--- config.mk ---
export PLATFORM = sky130hd
export DESIGN_NAME = packet_seq_ctrl
export DESIGN_NICKNAME = d
export VERILOG_FILES = /design/src/rtl/packet_seq_ctrl.sv
export SDC_FILE = /design/constraint.sdc
export NUM_CORES = 1
export LEC_CHECK = 0
export BUFFER_PORTS_ARGS = -buffer_cell sky130_fd_sc_hd__clkbuf_2
export CAP_MARGIN = 20
export CORE_MARGIN = 1
export CORE_UTILIZATION = 40
export DETAILED_ROUTE_END_ITERATION = 12
export GPL_TIMING_DRIVEN = 0
export HOLD_SLACK_MARGIN = 0.02
export PLACE_DENSITY_LB_ADDON = 0.1
export SLEW_MARGIN = 5
export SYNTH_ARGS = -nofsm -noshare
export SYNTH_HDL_FRONTEND = slang
export SYNTH_SLANG_ARGS = --single-unit
export TNS_END_PERCENT = 20
--- constraint.sdc ---
create_clock -name clk -period 6 [get_ports clk]
set_input_delay 0 -clock clk [delete_from_list [all_inputs] [get_ports clk]]
set_output_delay 0 -clock clk [all_outputs]
set_load 0.05 [all_outputs]
--- src/rtl/packet_seq_ctrl.sv ---
// Lane-byte packet sequencer: frames TLPs (STP..END/EDB) and DLLPs (SDP..END), forwards payload bytes
// and flags framing errors. Optional statistics counters are built when PKT_SEQ_STATS_EN is defined.
module packet_seq_ctrl #(
  parameter int MAX_TLP_LEN = 1024,
  parameter int DLLP_LEN    = 6
) (
  input  logic        clk,
  input  logic        rst_n,
  input  logic [7:0]  data_in,
  input  logic        DK,
  input  logic        valid,
  output logic [7:0]  data_out,
  output logic        data_valid,
  output logic [1:0]  pkt_type,
  output logic        sop,
  output logic        eop,
  output logic        nullified,
  output logic        err,
  output logic [10:0] byte_cnt,
`ifdef PKT_SEQ_STATS_EN
  output logic [15:0] tlp_cnt,
  output logic [15:0] dllp_cnt,
  output logic [15:0] err_cnt,
`endif
  output logic [1:0]  state_dbg
);

  localparam logic [7:0]  K_STP = 8'hFB;
  localparam logic [7:0]  K_SDP = 8'h5C;
  localparam logic [7:0]  K_END = 8'hFD;
  localparam logic [7:0]  K_EDB = 8'hFE;
  localparam logic [7:0]  K_PAD = 8'hF7;
  localparam logic [10:0] MAX_CNT  = 11'(MAX_TLP_LEN);
  localparam logic [10:0] DLLP_CNT = 11'(DLLP_LEN);

  // state_dbg encoding: 0 = idle, 1 = inside a TLP, 2 = inside a DLLP
  typedef enum logic [1:0] {
    S_IDLE = 2'd0,
    S_TLP  = 2'd1,
    S_DLLP = 2'd2
  } state_e;

  state_e      state_q, state_d;
  logic [7:0]  data_out_q, data_out_d;
  logic        data_valid_q, data_valid_d;
  logic [1:0]  pkt_type_q, pkt_type_d;
  logic        sop_q, sop_d;
  logic        eop_q, eop_d;
  logic        nullified_q, nullified_d;
  logic        err_q, err_d;
  logic [10:0] byte_cnt_q, byte_cnt_d;

  always_comb begin
    state_d      = state_q;
    data_out_d   = data_out_q;
    byte_cnt_d   = byte_cnt_q;
    // The type stays visible during the eop cycle and drops one cycle later.
    pkt_type_d   = eop_q ? 2'b00 : pkt_type_q;
    data_valid_d = 1'b0;
    sop_d        = 1'b0;
    eop_d        = 1'b0;
    nullified_d  = 1'b0;
    err_d        = 1'b0;
    if (valid) begin
      case (state_q)
        S_IDLE: begin
          if (DK && data_in == K_STP) begin
            state_d    = S_TLP;
            sop_d      = 1'b1;
            pkt_type_d = 2'b01;
            byte_cnt_d = 11'd0;
          end else if (DK && data_in == K_SDP) begin
            state_d    = S_DLLP;
            sop_d      = 1'b1;
            pkt_type_d = 2'b10;
            byte_cnt_d = 11'd0;
          end else if (!(DK && data_in == K_PAD)) begin
            err_d = 1'b1;
          end
        end
        S_TLP, S_DLLP: begin
          if (!DK) begin
            if (state_q == S_TLP && byte_cnt_q == MAX_CNT) begin
              err_d   = 1'b1;
              eop_d   = 1'b1;
              state_d = S_IDLE;
            end else begin
              data_out_d   = data_in;
              data_valid_d = 1'b1;
              if (byte_cnt_q != 11'h7FF) byte_cnt_d = byte_cnt_q + 11'd1;
            end
          end else if (data_in == K_PAD) begin
            state_d = state_q;
          end else if (data_in == K_END) begin
            eop_d   = 1'b1;
            err_d   = (state_q == S_DLLP) && (byte_cnt_q != DLLP_CNT);
            state_d = S_IDLE;
          end else if (data_in == K_EDB && state_q == S_TLP) begin
            eop_d       = 1'b1;
            nullified_d = 1'b1;
            state_d     = S_IDLE;
          end else begin
            // Includes STP/SDP: the bad packet is closed, no new one is opened.
            eop_d   = 1'b1;
            err_d   = 1'b1;
            state_d = S_IDLE;
          end
        end
        default: state_d = S_IDLE;
      endcase
    end
  end

  always_ff @(posedge clk or negedge rst_n) begin
    if (!rst_n) begin
      state_q      <= S_IDLE;
      data_out_q   <= 8'h00;
      data_valid_q <= 1'b0;
      pkt_type_q   <= 2'b00;
      sop_q        <= 1'b0;
      eop_q        <= 1'b0;
      nullified_q  <= 1'b0;
      err_q        <= 1'b0;
      byte_cnt_q   <= 11'd0;
    end else begin
      state_q      <= state_d;
      data_out_q   <= data_out_d;
      data_valid_q <= data_valid_d;
      pkt_type_q   <= pkt_type_d;
      sop_q        <= sop_d;
      eop_q        <= eop_d;
      nullified_q  <= nullified_d;
      err_q        <= err_d;
      byte_cnt_q   <= byte_cnt_d;
    end
  end

  assign data_out   = data_out_q;
  assign data_valid = data_valid_q;
  assign pkt_type   = pkt_type_q;
  assign sop        = sop_q;
  assign eop        = eop_q;
  assign nullified  = nullified_q;
  assign err        = err_q;
  assign byte_cnt   = byte_cnt_q;
  assign state_dbg  = state_q;

`ifdef PKT_SEQ_STATS_EN
  logic [15:0] tlp_cnt_q, tlp_cnt_d;
  logic [15:0] dllp_cnt_q, dllp_cnt_d;
  logic [15:0] err_cnt_q, err_cnt_d;

  // Counters follow the strobes being registered this cycle; all saturate.
  always_comb begin
    tlp_cnt_d  = tlp_cnt_q;
    dllp_cnt_d = dllp_cnt_q;
    err_cnt_d  = err_cnt_q;
    if (eop_d && !err_d && !nullified_d && state_q == S_TLP && tlp_cnt_q != 16'hFFFF)
      tlp_cnt_d = tlp_cnt_q + 16'd1;
    if (eop_d && !err_d && state_q == S_DLLP && dllp_cnt_q != 16'hFFFF)
      dllp_cnt_d = dllp_cnt_q + 16'd1;
    if (err_d && err_cnt_q != 16'hFFFF)
      err_cnt_d = err_cnt_q + 16'd1;
  end

  always_ff @(posedge clk or negedge rst_n) begin
    if (!rst_n) begin
      tlp_cnt_q  <= 16'd0;
      dllp_cnt_q <= 16'd0;
      err_cnt_q  <= 16'd0;
    end else begin
      tlp_cnt_q  <= tlp_cnt_d;
      dllp_cnt_q <= dllp_cnt_d;
      err_cnt_q  <= err_cnt_d;
    end
  end

  assign tlp_cnt  = tlp_cnt_q;
  assign dllp_cnt = dllp_cnt_q;
  assign err_cnt  = err_cnt_q;
`endif

endmodule

# Yosys cells after proc, flatten, opt, wreduce, memory -nomap -nowiden
# Index checks and enable logic that the tools add are counted.
dict set report classes {
  addsub 1
  n_eq_ne 16
  n_mux 45
  n_bitwise 2
  reduce_logical 12
}
# operator n
set ops {}
lappend ops {{$mux W11} 5}
lappend ops {{$eq A8 B8 Y1 const B} 4}
lappend ops {{$mux W1} 27}
lappend ops {{$pmux W11 S2} 1}
lappend ops {{$mux W2} 10}
lappend ops {{$add A11 B1 Y11 const B} 1}
lappend ops {{$eq A11 B11 Y1 const B} 1}
lappend ops {{$ne A11 B11 Y1 const B} 1}
lappend ops {{$ne A11 B3 Y1 const B} 1}
lappend ops {{$ne A3 B3 Y1 const B} 3}
lappend ops {{$eq A8 B7 Y1 const B} 1}
lappend ops {{$reduce_and A4 Y1} 2}
lappend ops {{$logic_and A1 B1 Y1} 6}
lappend ops {{$ne A2 B2 Y1 const B} 3}
lappend ops {{$reduce_and A6 Y1} 1}
lappend ops {{$pmux W2 S2} 1}
lappend ops {{$eq A2 B1 Y1 const B} 1}
lappend ops {{$eq A2 B2 Y1 const B} 1}
lappend ops {{$logic_not A2 Y1} 1}
lappend ops {{$not A1 Y1} 2}
lappend ops {{$pmux W1 S2} 1}
lappend ops {{$reduce_bool A2 Y1} 1}
lappend ops {{$reduce_or A2 Y1} 1}
dict set report word_totals {
  register_bits 28
  input_bits 12
}

# Depth between registers and ports, before layout
# Gate-level depths: netlist of run 1.
dict set report depth {
  depth_word 8
  depth_mapped 7
}

# Worst setup path before layout of run 1
# Ideal clock, no wire load.
dict set report synth_path {
  kind {register to register}
  startpoint {register state_q[0] (netlist: state_dbg[0])}
  endpoint {register state_q[1] (netlist: state_dbg[1])}
  setup_time_ns 0.122
  arrival_ns 2.252
  required_ns 5.878
  slack_ns 3.626
  path_stages_with_launch 7
  n_path_buf 0
  path_cell_list {dfrtp_1 inv_1 ha_1 inv_2 or4_1 o221a_1 a32o_1}
}
dict set report synth_via {
  elab_chain_len 4
  elab_cells_between_ends 10
  classes_between {5 x eq/ne; 1 x mux; 4 x reduce/logical}
}
# item line
set synth_lines {}
lappend synth_lines {{from (decl)} 43} ;# state_e state_q, state_d;
lappend synth_lines {{from (signal assigned)} 126} ;# state_q <= state_d;
lappend synth_lines {{$eq A2 B1 Y1 or $eq A2 B2 Y1 (tied branches)} {65, 83}}
lappend synth_lines {{$reduce_or A2 Y1 or $logic_and A1 B1 Y1 (tied branches)} {65, 83}}
lappend synth_lines {{$ne A3 B3 Y1 (no line)} -}
lappend synth_lines {{$reduce_and A4 Y1 (no line)} -}
# Several ways; a longest one is shown, not always the timed one.
# A chain may end at the register's enable or synchronous reset.

# Worst setup path in the final report of run 1
dict set report layout_path {
  startpoint {register state_q[1] (netlist: state_dbg[1])}
  endpoint {register byte_cnt_q[1] (netlist: byte_cnt[1])}
}
dict set report layout_via {
  elab_chain_len 4
  elab_cells_between_ends 12
  classes_between {6 x eq/ne; 1 x mux; 5 x reduce/logical}
}
# item line
set layout_lines {}
lappend layout_lines {{$eq A2 B1 Y1 or $eq A2 B2 Y1 (tied branches)} {65, 83}}
lappend layout_lines {{$reduce_or A2 Y1 or $logic_and A1 B1 Y1 (tied branches)} {65, 83}}
lappend layout_lines {{$ne A2 B2 Y1 (no line) or $reduce_bool A2 Y1 (tied branches)} -}
lappend layout_lines {{$reduce_and A6 Y1 (no line)} -}
lappend layout_lines {{to (signal assigned)} 134} ;# byte_cnt_q <= byte_cnt_d;
lappend layout_lines {{to (decl)} 51} ;# logic [10:0] byte_cnt_q, byte_cnt_d;
# Several ways; a longest one is shown, not always the timed one.

==> impl_results.rst, run 1 <==
.. list-table::
   :header-rows: 1

   * - Metric
     - Value
   * - Status
     - complete, no violations
   * - Setup crit start kind
     - register
   * - Wire length of the first global-routing pass
     - 6910 µm
   * - Total non-filler cell area in the finished layout
     - between 0.002 and 0.0025 mm²
   * - Detailed-route wire length
     - 4150 µm
   * - Site row count
     - 23
   * - CTS sink cnt
     - 28
   * - Drt initial violations
     - between 100 and 150
   * - H-tree lvl count
     - 1
   * - Number of synthesized register bits
     - 28
   * - Mapped Area
     - 0.00166 mm²
   * - Series of cell instances along the critical path
     - inv_1, ha_1, nand2_1, nor2_1, o21ai_1, or3_1, o211ai_1
   * - Slowest stage cell on the critical path
     - sky130_fd_sc_hd__dfrtp_1
   * - Setup slack on the worst flop-to-flop path
     - 3.72 ns
   * - Signal arrival time at the worst endpoint
     - 2.48 ns
   * - Routed wirelength normalized by instance count
     - between 15 and 20 µm
   * - Worst-case vdd ir drop
     - 335 µV
   * - Die width
     - around 67 µm
   * - Via density per instance
     - approximately 5.8
   * - Sum Neg Setup Slack
     - 0 ns
   * - Reported net switching power
     - approximately 0.00031 W
   * - Initial antenna violation count
     - 0
   * - Cell Count Post-Placement
     - 247
   * - Die Height
     - 66.5 µm
   * - Clk pwr share
     - approximately a fifth
   * - Seq/Total Area, Yosys
     - 42.1%
   * - Effective utilization at floorplan
     - between 40% and 50%
   * - Worst min-delay path class
     - primary input to register
   * - Filler-free cell count of the finished design
     - 257
   * - Seq pwr share
     - 36.4%
   * - Maximum Capacitance Violations
     - 0
   * - Setup bufs post-CTS
     - 0
   * - Critical-path maximum fanout
     - 6
   * - Number of global-route vias before repair
     - 1464
   * - Count of different cell masters after synthesis
     - 60
   * - Router iterations before antenna repair
     - 4
   * - Area contributors post-synth
     - sky130_fd_sc_hd__dfrtp_1 (42%), sky130_fd_sc_hd__mux2_2 (5.4%), sky130_fd_sc_hd__ha_1 (5.3%), sky130_fd_sc_hd__nand2_1 (3.2%), sky130_fd_sc_hd__nand4_1 (2.6%)
   * - Cell taking the most area after synthesis
     - sky130_fd_sc_hd__dfrtp_1
   * - Post-layout total power
     - 0.000711 W
   * - Worst-Margin Slew
     - approximately 0.68 ns
   * - Number of primary I/O pins
     - 40
   * - Antenna viol nets, final
     - 0
   * - Clk_skew
     - around 0.0027 ns
   * - Gate power share
     - 42.5%
   * - LEAKAGE
     - 0.948 nW
   * - Clock input transition at the sequential cells of the worst setup and hold paths
     - ~0.10 ns
   * - Routed length on met2
     - between 2000 and 2500 µm
   * - Category of the most critical setup path
     - register to register
   * - Standard cell core area
     - 0.00400 mm²
   * - Crit path largest cell delay
     - approximately 0.43 ns
   * - Most used flip-flop cell after synthesis
     - sky130_fd_sc_hd__dfrtp_1
   * - Pins Over Slew Limit
     - 0
   * - Sw Ratio
     - 44.3%
   * - Final weighted congestion in routability-driven placement
     - between 0.8 and 0.9
   * - Post-route DRC violation count
     - 0
   * - Power per standard cell area
     - 347 mW/mm²
   * - Count of inserted antenna diode cells
     - 0
   * - Count of vias placed by the detailed router
     - 1502
   * - Maximum operating frequency
     - about 440 MHz
   * - Synthesis Warnings
     - 0
   * - Sum of routed wire segments on met1
     - roughly 1800 µm
   * - TritonCTS clock tree
     - built
   * - Crit path capture type
     - register
   * - Uppermost layer routed
     - met4
   * - Met3 wirelength from detailed routing
     - 136 µm
   * - Post-layout minimum cycle time
     - roughly 2.3 ns
   * - Root Buffer
     - sky130_fd_sc_hd__clkbuf_8
   * - HPWL after detailed placement
     - 3090 µm
   * - Post-synth top area share
     - 42.1%
   * - Share of async-settable or async-resettable flops after synthesis
     - 100%
   * - Total internal power
     - 0.000396 W
   * - Area growth from synthesis to layout
     - 23.1%
   * - Number of instances in the synthesized netlist
     - 159
   * - CTS Buf Count
     - 3
   * - Count of flip-flops with a built-in enable after synthesis
     - 0
   * - Required time worst endpoint
     - 6.20 ns
   * - Number of nets at the end of the flow
     - around 230
   * - Area enclosed by the die boundary
     - about 0.0044 mm²
   * - Number of cells on the worst reg-to-reg path
     - 7
   * - All-Layer GR Usage
     - 20.7%
   * - Post-synth net total
     - 178
   * - WHS Path Cells
     - 2
   * - Share of post-route cells with drive strength above 1
     - 30.9%
   * - Final cycle utilization of the critical path
     - approximately 38%
   * - Maximum number of buffers from clock root to sink
     - 2
   * - Largest net degree at the start of global routing
     - 29
   * - IO buf count
     - 38
   * - # setup viols final
     - 0
   * - Worst slew margin relative to its limit
     - 54.9%
   * - Synth top cells by count
     - sky130_fd_sc_hd__dfrtp_1 (28), sky130_fd_sc_hd__nand2_1 (14), sky130_fd_sc_hd__inv_1 (8), sky130_fd_sc_hd__mux2_2 (8)
   * - Mean instance size in the synthesized netlist
     - 10.5 µm²
   * - RSZ-0062 raised after global routing
     - false
   * - Hold violation total from the final report
     - 0
   * - Overflow left after global routing
     - 0
   * - Most numerous cell in the Yosys netlist
     - sky130_fd_sc_hd__dfrtp_1
   * - Latest clock arrival within the worst-skew pair
     - roughly 0.28 ns
   * - Cell area after placement
     - 0.00192 mm²
   * - Hold WS
     - 0.0289 ns
-- cell usage in the layout, fill, tap and decap left out, types with 2 or more instances in the layout --
cell	instances
sky130_fd_sc_hd__clkbuf_2	38
sky130_fd_sc_hd__dfrtp_1	28
sky130_fd_sc_hd__nand2_1	14
sky130_fd_sc_hd__inv_1	8
sky130_fd_sc_hd__mux2_2	8
sky130_fd_sc_hd__nand4_1	7
sky130_fd_sc_hd__ha_1	7
sky130_fd_sc_hd__dlygate4sd3_1	6
sky130_fd_sc_hd__o21ai_0	5
sky130_fd_sc_hd__nand3_1	5
sky130_fd_sc_hd__a211oi_1	4
sky130_fd_sc_hd__and3_1	3
sky130_fd_sc_hd__and2_1	3
sky130_fd_sc_hd__nor4_1	3
sky130_fd_sc_hd__a21o_1	3
sky130_fd_sc_hd__o21ai_1	3
sky130_fd_sc_hd__clkbuf_8	3
sky130_fd_sc_hd__buf_2	2
sky130_fd_sc_hd__inv_2	2
sky130_fd_sc_hd__nand3b_1	2
sky130_fd_sc_hd__nand2b_1	2
sky130_fd_sc_hd__nor3_1	2
sky130_fd_sc_hd__o21ai_2	2
sky130_fd_sc_hd__and4_1	2
sky130_fd_sc_hd__nor2_1	2
sky130_fd_sc_hd__mux2i_1	2
sky130_fd_sc_hd__o41ai_1	2
sky130_fd_sc_hd__a22o_1	2
sky130_fd_sc_hd__o211ai_1	2
-- metrics by stage --
stage	util (%)	setup slack, ns
final	51.2	3.72
after CTS	51.2	3.73
after floorplan	-	3.63
after detailed placement	47.9	3.76
after global routing	51.2	3.48
after global placement	47.9	3.82
-- worst max-delay path, delay by kind of cell (launching register included) --
family | cells | cell delay [ns]
AOI/OAI and AO/OA | 2 | 0.38
adders and majority gates | 1 | 0.41
buffers and inverters | 1 | 0.09
DFF | 1 | 0.43
and+or+nand+nor | 3 | 0.89
-- registers in the layout, indices dropped and copies added (netlist names) --
name	cells
byte_cnt	11
data_out	8
pkt_type	2
state_dbg	2
data_valid	1
eop	1
err	1
nullified	1
sop	1
-- area by class of cell --
cell class	count	area, µm²
repair buffers	44	250
multi-input cells	118	912
fillers	392	1950
inverters	10	37.5
flip-flops and latches	28	701
clock buffers	3	41.3
plain buffers	3	13.8
clock inverters	1	30.0
well taps	50	62.6
-- layer usage --
metal  track usage [%]  vias up
met4              5.85        0
met5                 0        -
li1                  -      715
met1              26.9      744
met3              2.74        7
met2              35.8       36
-- power by group through the flow --
stage / Sequential [W] / Clock [W] / Combinational, W
floorplan: 0.000405 / 0 / 0.0000811
global placement: 0.000260 / 0 / 0.000297
detailed placement: 0.000263 / 0 / 0.000300
CTS: 0.000260 / 0.000155 / 0.000304
global route: 0.000266 / 0.000162 / 0.000321
finish: 0.000259 / 0.000150 / 0.000302
-- cell families (layout without fill, tap and decap cells) --
logic type               after synthesis  in the layout  synth area share (%)
multiplexers                          10             10                  6.62
AND/OR/NAND/NOR                       60             60                  23.7
flip-flops                            28             28                  42.1
adder cells (fa/ha/maj)                7              7                  5.26
AO/OA/AOI/OAI                         41             41                  19.2
buffers and inverters                 13             61                  3.08
-- worst paths after layout --
path                              start     endpoint
setup / recovery           state_dbg[1]  byte_cnt[1]
hold / removal               data_in[5]  data_out[5]
setup reg to reg           state_dbg[1]  byte_cnt[1]
hold reg to reg             data_out[4]  data_out[4]
max in group asynchronous         rst_n          sop
min in group asynchronous         rst_n  byte_cnt[3]
-- timing repair --
item | in CTS | in global routing
endpoints found under the hold margin | 33 | 0
resized for setup | 0 | 0
hold buffers | 6 | 0
Note: power is estimated with default switching activity, not from simulation.
==> run 2, diff against run 1 <==
==> constraint.sdc (replaced) <==
create_clock -name clk -period 2.1 [get_ports clk]
set_input_delay 0 -clock clk [delete_from_list [all_inputs] [get_ports clk]]
set_output_delay 0 -clock clk [all_outputs]
set_load 0.05 [all_outputs]
==> run 2 against run 1 <==
Compared with the run above:
- worst hold slack gained 0.0086 ns
- core utilization increased by 0.13 points
- total power rose to 2.8 times the previous value
- critical path type unchanged
- largest cell class unchanged
- highest routed layer unchanged
==> impl_results.rst, run 2 (synthesis results as in run 1) <==
.. list-table::
   :header-rows: 1

   * - Metric
     - Value
   * - Root Buffer
     - sky130_fd_sc_hd__clkbuf_8
   * - RSZ-0062 raised after global routing
     - false
   * - Power per standard cell area
     - 953 mW/mm² (+170%)
   * - Latest clock arrival within the worst-skew pair
     - 0.27 ns (about the same)
   * - Drt initial violations
     - 82 (-33%)
   * - Site row count
     - 23 (unchanged)
   * - Die width
     - 66.5 µm (unchanged)
   * - Maximum operating frequency
     - 495 MHz (+13%)
   * - Worst-case vdd ir drop
     - 685 µV (+100%)
   * - Number of global-route vias before repair
     - 1495 (+2.1%)
   * - Count of inserted antenna diode cells
     - 0 (unchanged)
   * - Cell area after placement
     - 0.00193 mm² (+0.91%)
   * - Sum Neg Setup Slack
     - 0 ns (unchanged)
   * - Most frequent CP cell
     - sky130_fd_sc_hd__inv_2
   * - Commonest cells after routing, fill and taps aside
     - sky130_fd_sc_hd__clkbuf_2 (38), sky130_fd_sc_hd__dfrtp_1 (24), sky130_fd_sc_hd__nand2_1 (14)
   * - Maximum Capacitance Violations
     - 0 (unchanged)
   * - CTS sink cnt
     - 28 (unchanged)
   * - Commonest non-fill, non-tap cell in the layout
     - sky130_fd_sc_hd__clkbuf_2
   * - Met3 wirelength from detailed routing
     - 235 µm (+73%)
   * - Die Height
     - 66.5 µm (unchanged)
   * - Maximum number of buffers from clock root to sink
     - 2 (unchanged)
   * - Setup crit start kind
     - register
   * - Count of fill cells added during filler insertion
     - 377 (-3.8%)
   * - Share of post-route cells with drive strength above 1
     - 36.2% (+5.3 points)
   * - Number of primary I/O pins
     - 40 (unchanged)
   * - Final weighted congestion in routability-driven placement
     - 0.871 (+3.3%)
   * - Pins Over Slew Limit
     - 0 (unchanged)
   * - Antenna viol nets, final
     - 0 (unchanged)
   * - TritonCTS clock tree
     - built
   * - HPWL after detailed placement
     - 3130 µm (+1.3%)
   * - Worst min-delay path class
     - primary input to register
   * - Area enclosed by the die boundary
     - 0.00442 mm² (unchanged)
   * - # setup viols final
     - 0 (unchanged)
   * - Wire length of the first global-routing pass
     - 6970 µm (+0.81%)
   * - Post-route DRC violation count
     - 0 (unchanged)
   * - Sum of routed wire segments on met1
     - 1770 µm (-3.6%)
   * - Area growth from synthesis to layout
     - 23.4%
   * - Initial antenna violation count
     - 0 (unchanged)
   * - Post-layout minimum cycle time
     - 2.02 ns (-0.254 ns)
   * - Slowest stage cell on the critical path
     - sky130_fd_sc_hd__or4_1
   * - Routed wirelength normalized by instance count
     - 16.1 µm (-0.19%)
   * - Signal arrival time at the worst endpoint
     - 2.19 ns (-0.29 ns)
   * - Final cycle utilization of the critical path
     - 96.3% (+58 points)
   * - Hold violation total from the final report
     - 0 (unchanged)
   * - Status
     - complete, no violations
   * - Worst-Margin Slew
     - 0.688 ns (+0.0111 ns)
   * - Largest net degree at the start of global routing
     - 29 (unchanged)
   * - Routed length on met2
     - 2040 µm (-3.9%)
   * - Router iterations before antenna repair
     - 6 (+2)
   * - Series of cell instances along the critical path
     - inv_2, ha_4, inv_2, or4_1, o221a_1, a32o_2
   * - Clock input transition at the sequential cells of the worst setup and hold paths
     - 0.09 ns (about the same)
   * - Number of nets at the end of the flow
     - 227 (unchanged)
   * - Standard cell core area
     - 0.00400 mm² (unchanged)
   * - Detailed-route wire length
     - 4150 µm (-0.19%)
   * - Category of the most critical setup path
     - register to register
   * - Crit path largest cell delay
     - 0.52 ns (+0.09 ns)
   * - Required time worst endpoint
     - 2.26 ns (-3.94 ns)
   * - Clk_skew
     - 0.00184 ns (-0.000873 ns)
   * - Max FFs per register
     - 11 (unchanged)
   * - Crit path capture type
     - register
   * - Via density per instance
     - 5.98 (+2.3%)
   * - H-tree lvl count
     - 1 (unchanged)
   * - Total non-filler cell area in the finished layout
     - 0.00205 mm² (+0.24%)
   * - Worst slew margin relative to its limit
     - 54.1% (-0.74 points)
   * - Count of vias placed by the detailed router
     - 1537 (+2.3%)
   * - Overflow left after global routing
     - 0 (unchanged)
   * - CTS Buf Count
     - 3 (unchanged)
   * - Effective utilization at floorplan
     - 41.6% (unchanged)
   * - Critical-path maximum fanout
     - 8 (+2)
   * - LEAKAGE
     - 0.946 nW (-0.17%)
   * - All-Layer GR Usage
     - 20.9% (+0.14 points)
   * - Uppermost layer routed
     - met4
   * - IO buf count
     - 38 (unchanged)
[run 2: cell types whose count changed in the layout (fill, tap and decap cells not counted), sizes merged]
cell         before  now
bufinv            1    0
buf               2    4
dlygate4sd3       6    4
clkbuf           42   43
[run 2: area by class of cell]
type / count / area [µm²] / area share [%]
inverters: 10 / 37.5 / 1.83
flip-flops and latches: 28 / 706 / 34.4
clock buffers: 4 / 55.1 / 2.68
repair buffers: 44 / 245 / 11.9
well taps: 50 / 62.6 / 3.05
plain buffers: 3 / 13.8 / 0.670
multi-input cells: 118 / 933 / 45.5
[run 2: routing by layer]
| metal | track usage [%] | up-vias |
|---|---|---|
| li1 | - | 716 |
| met1 | 26.7 | 742 |
| met2 | 33.9 | 67 |
| met3 | 4.28 | 12 |
| met4 | 8.78 | 0 |
| met5 | 0 | - |
[run 2: path summary, 6_finish.rpt]
kind	startpoint	to	slack, ns	cells past startpoint
setup / recovery	state_dbg[0]	state_dbg[1]	0.08	6
hold / removal	valid	err	0.04	2
setup reg to reg	state_dbg[0]	state_dbg[1]	0.08	6
hold reg to reg	data_out[6]	data_out[6]	0.51	1
max in group asynchronous	rst_n	state_dbg[0]	1.33	2
min in group asynchronous	rst_n	byte_cnt[3]	0.29	2
[run 2: report_power, final]
group	internal [W]	switching, W
logic	0.000232	0.000648
registers	0.000659	0.0000852
clock network	0.000168	0.000164
[run 2: what timing repair did]
item / in CTS / in global routing
setup buffers: 0 / 2
hold buffers: 4 / 0
endpoints found under the hold margin: 31 / 0
resized for setup: 0 / 3
endpoints found under the setup margin: 0 / 6
[run 2: critical path: cells and delay by family, from the launching register on]
family                   cells  cell delay (ns)
AO/OA/AOI/OAI                2             0.53
adder cells (fa/ha/maj)      1             0.30
buffers and inverters        2             0.15
flip-flops                   1             0.41
AND/OR/NAND/NOR              1             0.52
[run 2: through the flow]
step	util (%)	hold slack (ns)	setup WS, ns	power (W)	cells
final	51.3	0.0375	0.0779	0.00196	257
after global routing	51.3	0.0261	0.00471	0.00207	257
after CTS	50.7	0.0227	0.00651	0.00197	255
after detailed placement	48.4	0.0840	0.0520	0.00163	247
after global placement	48.4	0.0643	0.0788	0.00161	247
after floorplan	-	-0.296	-0.00190	0.00140	159
==> run 3, diff against run 2 <==
==> constraint.sdc (replaced) <==
create_clock -name clk -period 2.1 [get_ports clk]
set_input_delay 0.42 -clock clk [delete_from_list [all_inputs] [get_ports clk]]
set_output_delay 0.42 -clock clk [all_outputs]
set_load 0.05 [all_outputs]
==> run 3 against run 2 <==
Compared with the run above:
- final cell count is 1.6% lower
- routed wire length is 0.77% lower
- highest routed layer unchanged
- critical endpoint unchanged
- total power is 0.34% lower
- worst hold slack better by 0.14 ns
- sequential share of layout area is 0.68 points higher
- global-route usage is 0.25 points lower
==> impl_results.rst, run 3 (synthesis results as in run 1) <==
.. list-table::
   :header-rows: 1

   * - Metric
     - Value
   * - Status
     - complete, no violations
   * - TritonCTS clock tree
     - built
   * - HPWL after detailed placement
     - 3130 µm (unchanged)
   * - IO buf count
     - 38 (unchanged)
   * - Crit path capture type
     - register
   * - Pins Over Slew Limit
     - 0 (unchanged)
   * - Drt initial violations
     - 83 (+1.2%)
   * - Setup crit start kind
     - register
   * - Via density per instance
     - 5.95 (-0.53%)
   * - Router iterations before antenna repair
     - 4 (-2)
   * - CTS sink cnt
     - 28 (unchanged)
   * - Commonest cells after routing, fill and taps aside
     - sky130_fd_sc_hd__clkbuf_2 (38), sky130_fd_sc_hd__dfrtp_1 (24), sky130_fd_sc_hd__nand2_1 (14)
   * - Required time worst endpoint
     - 2.26 ns (about the same)
   * - Antenna viol nets, final
     - 0 (unchanged)
   * - Critical path's top delay family
     - compound AO/OA/AOI/OAI gates
   * - Wire length of the first global-routing pass
     - 6890 µm (-1.1%)
   * - Area enclosed by the die boundary
     - 0.00442 mm² (unchanged)
   * - Number of nets at the end of the flow
     - 223 (-1.8%)
   * - Slowest stage cell on the critical path
     - sky130_fd_sc_hd__or4_1
   * - Worst-case vdd ir drop
     - 679 µV (-0.75%)
   * - Worst min-delay path class
     - primary input to async pin
   * - Site row count
     - 23 (unchanged)
   * - Post-layout total power
     - 0.00195 W (-0.34%)
   * - Clk_skew
     - 0.00217 ns (+0.000331 ns)
   * - Post-route DRC violation count
     - 0 (unchanged)
   * - Worst slew margin relative to its limit
     - 54.1% (-0.065 points)
   * - # setup viols final
     - 0 (unchanged)
   * - Power per standard cell area
     - 968 mW/mm² (+1.6%)
   * - Final cycle utilization of the critical path
     - 96.3% (about the same)
   * - Signal arrival time at the worst endpoint
     - 2.19 ns (about the same)
   * - Worst-Margin Slew
     - 0.689 ns (+0.000969 ns)
   * - Latest clock arrival within the worst-skew pair
     - 0.27 ns (about the same)
   * - Share of post-route cells with drive strength above 1
     - 36.9% (+0.71 points)
   * - Hold WS
     - 0.174 ns (+0.137 ns)
   * - Number of buffers and inverters on the critical path
     - 2 (unchanged)
   * - Number of buffers inserted for hold repair after clock tree synthesis
     - 0 (-4)
   * - H-tree lvl count
     - 1 (unchanged)
   * - Die width
     - 66.5 µm (unchanged)
   * - Fraction of met1 tracks used by global routing
     - 26.9% (+0.11 points)
   * - Count of inserted antenna diode cells
     - 0 (unchanged)
   * - Highest-utilization routing layer at the global route stage
     - met2
   * - Overflow left after global routing
     - 0 (unchanged)
   * - Number of cells on the worst reg-to-reg path
     - 6 (unchanged)
   * - Critical-path maximum fanout
     - 8 (unchanged)
   * - Largest net degree at the start of global routing
     - 29 (unchanged)
   * - Met2 Track Usage GR
     - 33.9% (unchanged)
   * - Standard cell core area
     - 0.00400 mm² (unchanged)
   * - End-of-flow core utilization
     - 50.3% (-1.0 points)
   * - Number of global-route vias before repair
     - 1473 (-1.5%)
   * - RSZ-0062 raised after global routing
     - false
   * - Final weighted congestion in routability-driven placement
     - 0.871 (unchanged)
   * - Count of fill cells added during filler insertion
     - 380 (+0.80%)
   * - Launching element of the worst setup path
     - state_dbg[0]
   * - Maximum Capacitance Violations
     - 0 (unchanged)
   * - Initial antenna violation count
     - 0 (unchanged)
   * - Commonest non-fill, non-tap cell in the layout
     - sky130_fd_sc_hd__clkbuf_2
   * - Effective utilization at floorplan
     - 41.6% (unchanged)
   * - Category of the most critical setup path
     - register to register
   * - Maximum number of buffers from clock root to sink
     - 2 (unchanged)
   * - LEAKAGE
     - 0.930 nW (-1.8%)
   * - Final worst slack
     - 0.0771 ns (-0.000804 ns)
   * - Count of vias placed by the detailed router
     - 1505 (-2.1%)
   * - Critical path depth
     - 6 (unchanged)
   * - All-Layer GR Usage
     - 20.6% (-0.25 points)
   * - Max FFs per register
     - 11 (unchanged)
   * - CTS Buf Count
     - 3 (unchanged)
   * - Die Height
     - 66.5 µm (unchanged)
   * - Post-layout minimum cycle time
     - 2.02 ns (+0.000804 ns)
   * - Hold violation total from the final report
     - 0 (unchanged)
   * - Routed wirelength normalized by instance count
     - 16.3 µm (+0.80%)
   * - Pre-CTS setup slack
     - 0.0520 ns (unchanged)
   * - Detailed-route wire length
     - 4110 µm (-0.77%)
   * - Crit path largest cell delay
     - 0.52 ns (about the same)
   * - Clock input transition at the sequential cells of the worst setup and hold paths
     - 0.09 ns (about the same)
   * - Series of cell instances along the critical path
     - inv_2, ha_4, inv_2, or4_1, o221a_1, a32o_2
   * - Area growth from synthesis to layout
     - 21.0%
   * - Reg-to-Reg Start
     - state_dbg[0]
   * - Most frequent CP cell
     - sky130_fd_sc_hd__inv_2
   * - Number of primary I/O pins
     - 40 (unchanged)
   * - Root Buffer
     - sky130_fd_sc_hd__clkbuf_8
   * - M3 GR Usage
     - 4.11% (-0.17 points)
   * - Maximum operating frequency
     - 494 MHz (about the same)
run 3: routing by layer:
metal	share of wire, %	up-vias
li1	-	707
met1	43	740
met2	50	52
met3	5.3	6
met4	0.97	0
met5	0	-
run 3: area by class of cell:
| class | count | area, µm² | share of cell area, % |
|---|---|---|---|
| multi-input combinational | 118 | 933 | 46.4 |
| sequential | 28 | 706 | 35.1 |
| timing repair buffer | 40 | 205 | 10.2 |
| tap | 50 | 62.6 | 3.11 |
| clock buffer | 4 | 55.1 | 2.73 |
| inverter | 10 | 37.5 | 1.86 |
| buffer | 3 | 13.8 | 0.684 |
run 3: worst paths after layout:
check	end	slack, ns
max	state_dbg[1]	0.08
min	byte_cnt[3]	0.17
max reg2reg	state_dbg[1]	0.08
min reg2reg	data_out[6]	0.51
max in group asynchronous	state_dbg[1]	1.45
min in group clk	data_out[7]	0.41
run 3: repair_timing:
item / 4_1_cts / 5_1_grt
buffers inserted: 0 / 2
setup endpoints to repair: 0 / 6
gates resized for setup: 0 / 3
hold endpoints to repair: 0 / 0
run 3: power breakdown:
| part | internal (W) | switching, W |
|---|---|---|
| clock network | 0.000168 | 0.000163 |
| logic | 0.000227 | 0.000647 |
| registers | 0.000659 | 0.0000845 |
run 3: stage by stage:
step | setup TNS [ns] | instance area [µm²] | std cells
final | 0 | 2010 | 253
after global routing | 0 | 2010 | 253
after CTS | 0 | 1990 | 251
after detailed placement | 0 | 1930 | 247
after global placement | 0 | 1930 | 247
after floorplan | -0.00190 | 1680 | 159
